### config.mk
export PLATFORM = sky130hd
export DESIGN_NAME = fifo_rd_drain
export DESIGN_NICKNAME = d
export VERILOG_FILES = /design/src/rtl/fifo_rd_drain.sv
export SDC_FILE = /design/constraint.sdc
export NUM_CORES = 1
export LEC_CHECK = 0
export BUFFER_PORTS_ARGS = -buffer_cell sky130_fd_sc_hd__buf_2
export CELL_PAD_IN_SITES_DETAIL_PLACEMENT = 1
export CELL_PAD_IN_SITES_GLOBAL_PLACEMENT = 2
export CORE_ASPECT_RATIO = 1.1
export CORE_UTILIZATION = 39
export CTS_BUF_LIST = sky130_fd_sc_hd__clkbuf_8
export CTS_CLUSTER_DIAMETER = 100
export DETAILED_ROUTE_END_ITERATION = 6
export PLACE_DENSITY_LB_ADDON = 0.12
export SLEW_MARGIN = 20
export SYNTH_ARGS = -nofsm -noshare
export SYNTH_HDL_FRONTEND = slang
export SYNTH_SLANG_ARGS = --single-unit
### constraint.sdc
create_clock -name rclk -period 5 [get_ports rclk]
set_clock_uncertainty 0.1 [all_clocks]
set_input_delay 0.5 -clock rclk [delete_from_list [all_inputs] [get_ports rclk]]
set_output_delay 0.5 -clock rclk [all_outputs]
set_load 0.005 [all_outputs]
### src/rtl/fifo_rd_drain.sv
// fifo_rd_drain: read-domain consumer for the fifo2 async FIFO.
// Pops into a 2-entry skid buffer and checks words against an incrementing sequence.
module fifo_rd_drain #(
    parameter int              DSIZE    = 8,
    parameter int              CNTW     = 16,
    parameter logic [DSIZE-1:0] EXP_INIT = DSIZE'(1)
) (
    input  logic             rclk,
    input  logic             rrst_n,
    input  logic             en,
    input  logic             clr,
    input  logic [DSIZE-1:0] fifo_rdata,
    input  logic             fifo_rempty,
    output logic             fifo_rinc,
    output logic [DSIZE-1:0] m_data,
    output logic             m_valid,
    input  logic             m_ready,
    output logic [CNTW-1:0]  word_cnt,
    output logic [CNTW-1:0]  err_cnt,
    output logic             err,
    output logic             busy
);

    typedef enum logic [1:0] {
        IDLE = 2'd0,
        RUN  = 2'd1,
        STOP = 2'd2
    } state_t;

    state_t           state;
    state_t           state_nxt;
    logic [DSIZE-1:0] buf0;
    logic [DSIZE-1:0] buf1;
    logic [1:0]       occ;
    logic [DSIZE-1:0] exp_d;
    logic             push;
    logic             pull;

    assign m_valid   = (occ != 2'd0);
    assign m_data    = buf0;
    assign pull      = m_valid & m_ready;
    // A full buffer may still accept a word when its head leaves this cycle.
    assign push      = (state == RUN) & ~fifo_rempty
                     & ((occ < 2'd2) | pull);
    assign fifo_rinc = push;
    assign busy      = (state != IDLE);

    always_ff @(posedge rclk or negedge rrst_n) begin
        if (!rrst_n) begin
            state <= IDLE;
        end else begin
            state <= state_nxt;
        end
    end

    always_comb begin
        state_nxt = state;
        unique case (state)
            IDLE: begin
                if (en) begin
                    state_nxt = RUN;
                end
            end
            RUN: begin
                if (!en) begin
                    state_nxt = STOP;
                end
            end
            STOP: begin
                if (en) begin
                    state_nxt = RUN;
                end else if (occ == 2'd0) begin
                    state_nxt = IDLE;
                end
            end
            default: begin
                state_nxt = IDLE;
            end
        endcase
    end

    always_ff @(posedge rclk or negedge rrst_n) begin
        if (!rrst_n) begin
            buf0 <= '0;
            buf1 <= '0;
            occ  <= 2'd0;
        end else begin
            case ({push, pull})
                2'b10: begin
                    if (occ == 2'd0) begin
                        buf0 <= fifo_rdata;
                    end else begin
                        buf1 <= fifo_rdata;
                    end
                    occ <= occ + 2'd1;
                end
                2'b01: begin
                    buf0 <= buf1;
                    occ  <= occ - 2'd1;
                end
                2'b11: begin
                    if (occ == 2'd1) begin
                        buf0 <= fifo_rdata;
                    end else begin
                        buf0 <= buf1;
                        buf1 <= fifo_rdata;
                    end
                end
                default: begin
                end
            endcase
        end
    end

    // Expected value follows the last popped word so the checker resyncs.
    always_ff @(posedge rclk or negedge rrst_n) begin
        if (!rrst_n) begin
            word_cnt <= '0;
            err_cnt  <= '0;
            err      <= 1'b0;
            exp_d    <= EXP_INIT;
        end else if (clr) begin
            word_cnt <= '0;
            err_cnt  <= '0;
            err      <= 1'b0;
            exp_d    <= EXP_INIT;
        end else if (push) begin
            word_cnt <= word_cnt + CNTW'(1);
            exp_d    <= fifo_rdata + DSIZE'(1);
            if (fifo_rdata != exp_d) begin
                err <= 1'b1;
                if (err_cnt != '1) begin
                    err_cnt <= err_cnt + CNTW'(1);
                end
            end
        end
    end

endmodule

==> flow_summary_export.csv, run 1 <==
group,metric,value,unit
yosys,synth_cells,340,
timing,fmax,285,MHz
timing,finalCritPeriodShare,70.3,%
global_routing,grtUsageTotal,21.2,%
clocking,clk_pin_slew,0.07,ns
floorplan,core-area,8080,um2
yosys,synth_edf_count,0,
yosys,async_flop_share,100,%
cells_and_area,final-seq-area,1530,um2
yosys,synthesis.area,3320,um2
setup_path,slowest_delay,0.61,ns
timing,tightest_slew,0.972,ns
routing,drt_iter0_markers,63,
routing,drtPass1Iterations,4,
setup_path,reg2reg_setup_slack,1.49,ns
yosys,synthesis.nets,363,
setup_path,path_cells,"inv_1 -> ha_1 -> nand2b_4 -> inv_2 -> o21ai_2 -> inv_2 -> ha_1 -> o211ai_1 -> mux2_2",
global_routing,overflow,0,
cells_and_area,final_common_cell,"dfrtp_1",
flow_run,maxCapViolCount,0,
outcome,run_status,"complete, no violations",
power_and_ir_drop,power.leakage,1.73,nW
clocking,insertion_delay,0.36,ns
routing,drtAntennaViolNets,0,
place,io_buffer_count,57,
clocking,cts_setup_buffers,0,
cells_and_area,nets,422,
power_and_ir_drop,ir_drop,211,uV
clocking,h-tree-depth,3,
yosys,synth-xor-area-share,7.12,%
yosys,synth_fa_ha_area_share,3.39,%
setup_path,crit_buf_inv,3,
timing,max_slew_margin,35.2,%
yosys,postSynthAreaPerCell,9.77,um2
cells_and_area,final_cell_mix,"dfrtp_1, buf_2, nand2_1",
yosys,synth_top_family_by_area,"simple AND/OR/NAND/NOR gates",
setup_path,crit_path_end_kind,"flop",
global_routing,antenna_found_initial,0,
clocking,root_buffer,"clkbuf_8",
cells_and_area,layout-drive-gt1-share,23.0,%
setup_path,crit_type,"flop to flop",
clocking,cts-buffers-inserted,9,
timing,min_period,3.51,ns
routing,drt-vias-per-instance,5.60,
power_and_ir_drop,p_total,1.36,mW
timing,hold_viol,0,
floorplan,num_rows,34,
timing,setup_viol,0,
cells_and_area,areaGrowthSynthToFinish,16.7,%
yosys,synth_flop_cell,"dfrtp_1",
cells_and_area,multi_input_area,1710,um2
floorplan,die_w,90.0,um
clocking,cts.path.max_buffers,2,
yosys,seq_area_frac_synth,46.0,%
yosys,yosys.area_share.simple,23.7,%
clocking,cts_tree,"done",
yosys,synth-compound-area-share,14.6,%
timing,rsz0062_at_grt,"false",
setup_path,cp_data_arrival_time,3.65,ns
clocking,ctsHoldBuffers,0,
clocking,clock_sinks,61,
power_and_ir_drop,power_per_cell_area,350,nW/um2
yosys,ys_types,50,
setup_path,slowest_stage,"o211ai_1",
setup_path,critPathLaunchType,"flop",
setup_path,cp_top_family,"compound AO/OA/AOI/OAI gates",
floorplan,ios,58,
routing,avgRoutedWirePerCell,16.9,um
timing,drv_slew,0,
floorplan,die_h,98.8,um
cells_and_area,n_antenna_cell,0,
hold_path,hp-class,"input port to flop",
setup_path,cp_data_required_time,5.13,ns
timing,worst_hold_slack,0.209,ns
floorplan,initial_utilization,41.1,%
yosys,yosys_warnings,0,
floorplan,dieArea,8890,um2
timing,tns,0,ns
global_routing,grt_pass1_vias,2941,
cells_and_area,nFillCells,968,
yosys,ys_ff_latch,61,
clocking,cts_resized,0,
place,routabilityCongestion,0.720,
yosys,muxShareOfSynthArea,2.71,%
place,hpwl,6.01,mm
routing,dr_total_vias,2867,
global_routing,grt_pass1_wl,14.9,mm
global_routing,grt_max_degree,62,
routing,drt_wl_total,8.65,mm
setup_path,crit_fanout,28,
routing,drc_errors,0,
[sequential cells by signal (all words and copies together), names as in the netlist]
| signal | flops |
|---|---|
| err | 1 |
| word_cnt | 16 |
| exp_d | 8 |
| occ | 2 |
| m_data | 8 |
| err_cnt | 16 |
| state | 2 |
| buf1 | 8 |
[synth_stat cells (2+ instances only)]
| cell | n | area, um2 |
|---|---|---|
| a21oi_1 | 12 | 60.1 |
| mux2_2 | 8 | 90.1 |
| or4_2 | 2 | 17.5 |
| nand3_1 | 22 | 110 |
| o311ai_1 | 2 | 17.5 |
| nor2b_1 | 2 | 12.5 |
| and3_1 | 8 | 50.1 |
| ha_1 | 9 | 113 |
| or4_1 | 7 | 52.6 |
| dfrtp_1 | 60 | 1500 |
| nor2_1 | 25 | 93.8 |
| buf_2 | 3 | 15.0 |
| o21ai_0 | 14 | 70.1 |
| nand2_1 | 41 | 154 |
| nor3_1 | 8 | 40.0 |
| inv_2 | 2 | 7.51 |
| or3_1 | 6 | 37.5 |
| a211oi_1 | 6 | 45.0 |
| o311ai_0 | 3 | 26.3 |
| o211ai_1 | 6 | 45.0 |
| o41ai_1 | 3 | 26.3 |
| a22oi_1 | 9 | 67.6 |
| inv_1 | 8 | 30.0 |
| clkbuf_1 | 6 | 22.5 |
| nor4_1 | 2 | 12.5 |
| nand4_1 | 13 | 81.3 |
| xnor2_1 | 17 | 149 |
| xor2_1 | 10 | 87.6 |
| and4_1 | 5 | 43.8 |
[final timing paths]
kind,from,endpoint,cells after the start
min in group asynchronous,rrst_n,err_cnt[0],2
worst max register to register,occ[1],buf1[1],9
worst max-delay path,occ[1],buf1[1],9
max in group asynchronous,rrst_n,word_cnt[3],2
worst min-delay path,en,state[1],2
worst min register to register,m_data[6],m_data[6],2
[final cells by class]
type	count	share of cell area, %
repair buffers	59	7.75
multi-input cells	258	44.1
well taps	108	3.49
inverters	10	0.969
flip-flops and latches	61	39.4
clock buffers	10	3.55
clock inverters	6	0.678
[metrics by stage]
step / utilization [%] / instance area, um2 / worst slack [ns] / instances
finish: 47.9 / 3870 / 1.49 / 512
global route: 47.9 / 3870 / 1.18 / 512
CTS: 47.9 / 3870 / 1.41 / 512
detailed placement: 45.9 / 3710 / 1.44 / 496
global placement: 45.9 / 3710 / 1.63 / 496
floorplan: - / 3320 / 1.90 / 340
[layer usage]
metal  part of all wire, %  track usage [%]  vias up
met5                     0                0        -
met4                   1.8             9.18        0
met3                   3.3             3.47       11
met2                    49             36.0       53
met1                    46             26.9     1430
li1                      -                -     1373
[cells by family (layout without fill, tap and decap cells)]
logic type | after synthesis | after routing
xor gates and xnor gates | 27 | 27
AOI/OAI and AO/OA | 66 | 66
buffers and inverters | 21 | 85
adders and majority gates | 9 | 9
DFF | 61 | 61
and+or+nand+nor | 148 | 148
muxes | 8 | 8
[power by group]
group / total, mW / internal, mW / switching, mW
Clock: 0.384 / 0.185 / 0.199
Sequential: 0.630 / 0.577 / 0.0531
Combinational: 0.341 / 0.145 / 0.196
No activity file was read; power rests on OpenSTA's default activity.
==> inputs of run 2 (changes only) <==
Settings changed: ABC_AREA set to 1, CORE_UTILIZATION 39 to 33.
Clock period 5 ns to 3.7 ns, I/O delays scaled along.
==> flow_summary_export.csv, run 2 <==
group,metric,value,unit
routing,drtPass1Iterations,4,
yosys,ys_ff_latch,61,
routing,drt_iter0_markers,104,
cells_and_area,n_antenna_cell,0,
timing,min_period,2.54,ns
setup_path,cp-startpoint,"occ[1]",
clocking,cts-buffers-inserted,9,
outcome,run_status,"complete, no violations",
yosys,synth_cells,482,
setup_path,crit_type,"flop to flop",
setup_path,rr_worst_depth,14,
power_and_ir_drop,p_seq_share,42.8,%
yosys,synthesis.nets,505,
clocking,cts_setup_buffers,0,
power_and_ir_drop,p_comb_share,24.4,%
setup_path,reg2reg_to,"m_data[2]",
timing,drv_slew,0,
floorplan,core-area,10400,um2
floorplan,die_w,101,um
setup_path,r2r_start,"occ[1]",
yosys,async_flop_share,100,%
yosys,synth_edf_count,0,
flow_run,maxCapViolCount,0,
cells_and_area,reg.largest.list,"err_cnt: 16 flops, word_cnt: 16 flops",
cells_and_area,nFillCells,1362,
routing,drt_wl_total,9.83,mm
global_routing,grt_pass1_vias,3387,
global_routing,grt_max_degree,45,
clocking,cts.path.max_buffers,2,
yosys,postSynthAreaPerCell,7.42,um2
timing,tns,0,ns
setup_path,crit_end,"m_data[2]",
place,routabilityCongestion,0.792,
setup_path,cp_data_required_time,3.83,ns
place,post-place-ws,1.17,ns
clocking,insertion_delay,0.35,ns
setup_path,critPathLaunchType,"flop",
timing,fmax,393,MHz
cells_and_area,fin_util,40.5,%
timing,worst_hold_slack,0.0841,ns
global_routing,grtUsageTotal,19.2,%
timing,setup_viol,0,
timing,rsz0062_at_grt,"false",
power_and_ir_drop,clkPwrFrac,32.7,%
floorplan,initial_utilization,34.3,%
clocking,cts_tree,"done",
cells_and_area,final_common_cell,"nand2_1",
power_and_ir_drop,switching_share,33.4,%
setup_path,crit_fanout,8,
global_routing,overflow,0,
power_and_ir_drop,p_int,1.30,mW
setup_path,crit_path_end_kind,"flop",
clocking,root_buffer,"clkbuf_8",
floorplan,die_h,111,um
clocking,clk_pin_slew,0.08,ns
place,hpwl,7.17,mm
cells_and_area,areaGrowthSynthToFinish,18.2,%
yosys,ys_types,37,
floorplan,num_rows,39,
routing,drt-vias-per-instance,4.88,
timing,finalCritPeriodShare,68.8,%
timing,tightest_slew,0.677,ns
yosys,synth_top_area_share,42.0,%
yosys,yosys_warnings,0,
yosys,synth_common_cells,"nand2_1, inv_1, dfrtp_1",
cells_and_area,layout-drive-gt1-share,17.9,%
timing,max_slew_margin,54.9,%
place,io_buffer_count,57,
clocking,cts_resized,0,
yosys,seq_area_frac_synth,42.7,%
yosys,netlist_top_cells_area,"dfrtp_1, nand2_1, inv_1",
cells_and_area,nets,567,
power_and_ir_drop,ir_drop,186,uV
routing,dr_total_vias,3374,
hold_path,holdPathStages,2,
floorplan,dieArea,11300,um2
clocking,clock_sinks,61,
yosys,synth_flop_cell,"dfrtp_1",
yosys,synthesis.area,3580,um2
timing,postLayoutSetupSlackWorst,1.16,ns
timing,hold_viol,0,
power_and_ir_drop,p_total,1.95,mW
routing,drtAntennaViolNets,0,
global_routing,grt_pass1_wl,16.7,mm
yosys,yosysMostFrequentCell,"nand2_1",
routing,avgRoutedWirePerCell,14.2,um
routing,drc_errors,0,
hold_path,hp-class,"input port to flop",
yosys,synth_top_cell_by_area,"dfrtp_1",
power_and_ir_drop,switching_power,0.650,mW
floorplan,ios,58,
clocking,h-tree-depth,3,
power_and_ir_drop,power.leakage,2.14,nW
cells_and_area,final_cell_mix,"nand2_1, inv_1, dfrtp_1",
setup_path,cp_data_arrival_time,2.67,ns
setup_path,reg2reg_setup_slack,1.16,ns
global_routing,antenna_found_initial,0,
power_and_ir_drop,power_per_cell_area,461,nW/um2
-- run 2: worst min path at each step --
stage | endpoint | startpoint | slack [ns]
finish | state[1] | en | 0.08
global route | state[1] | en | 0.07
CTS | state[1] | en | 0.07
detailed placement | m_data[4] | rrst_n | 0.23
global placement | m_data[4] | rrst_n | 0.23
floorplan | buf1[0] | rrst_n | -0.03
-- run 2: logic make-up (layout without fill, tap and decap cells) --
| logic type | count (synthesis) | in the layout | synth area share [%] |
|---|---|---|---|
| DFF | 61 | 61 | 42.7 |
| xor gates and xnor gates | 6 | 6 | 1.47 |
| and+or+nand+nor | 247 | 247 | 31.2 |
| AOI/OAI and AO/OA | 80 | 80 | 12.5 |
| buffers and inverters | 79 | 146 | 8.92 |
| adders and majority gates | 9 | 9 | 3.15 |
-- run 2: metrics by stage --
stage / std cells / cell area, um2
floorplan: 482 / 3580
global placement: 675 / 4010
detailed placement: 675 / 4010
CTS: 692 / 4230
global route: 692 / 4230
finish: 692 / 4230
-- run 2: cell type report --
type | count | area [um2] | share of cell area [%]
Sequential cell | 61 | 1530 | 36.1
Clock inverter | 5 | 58.8 | 1.39
Inverter | 69 | 262 | 6.19
Clock buffer | 11 | 151 | 3.58
Tap cell | 143 | 179 | 4.23
Timing Repair Buffer | 61 | 318 | 7.52
Multi-Input combinational cell | 342 | 1730 | 40.9
-- run 2: power by group through the flow --
| stage | Combinational [mW] | Sequential [mW] | Clock, mW |
|---|---|---|---|
| floorplan | 0.314 | 0.840 | 0 |
| global placement | 0.462 | 0.845 | 0 |
| detailed placement | 0.480 | 0.848 | 0 |
| CTS | 0.488 | 0.835 | 0.663 |
| global route | 0.555 | 0.850 | 0.690 |
| finish | 0.476 | 0.834 | 0.638 |
-- run 2: worst max-delay path: stages (launching register included) --
cell     delay (ns)
dfrtp_1        0.37
inv_1          0.11
ha_1           0.17
inv_2          0.08
nand2_4        0.10
inv_2          0.07
o21ai_2        0.12
inv_1          0.10
ha_1           0.24
inv_1          0.07
nor2_1         0.05
o21ai_1        0.50
o22ai_1        0.16
nand2_1        0.10
o21ai_0        0.08
-- run 2: what timing repair did --
item,in CTS,in global routing
hold endpoints to repair,17,0
hold buffers,1,0
endpoints found under the setup margin,0,0
-- run 2: layer usage --
metal	share of wire [%]	track usage, %	up-vias
li1	-	-	1684
met2	48	30.9	51
met1	47	25.2	1625
met4	1.8	6.96	0
met5	0	0	-
met3	3.2	3.78	14
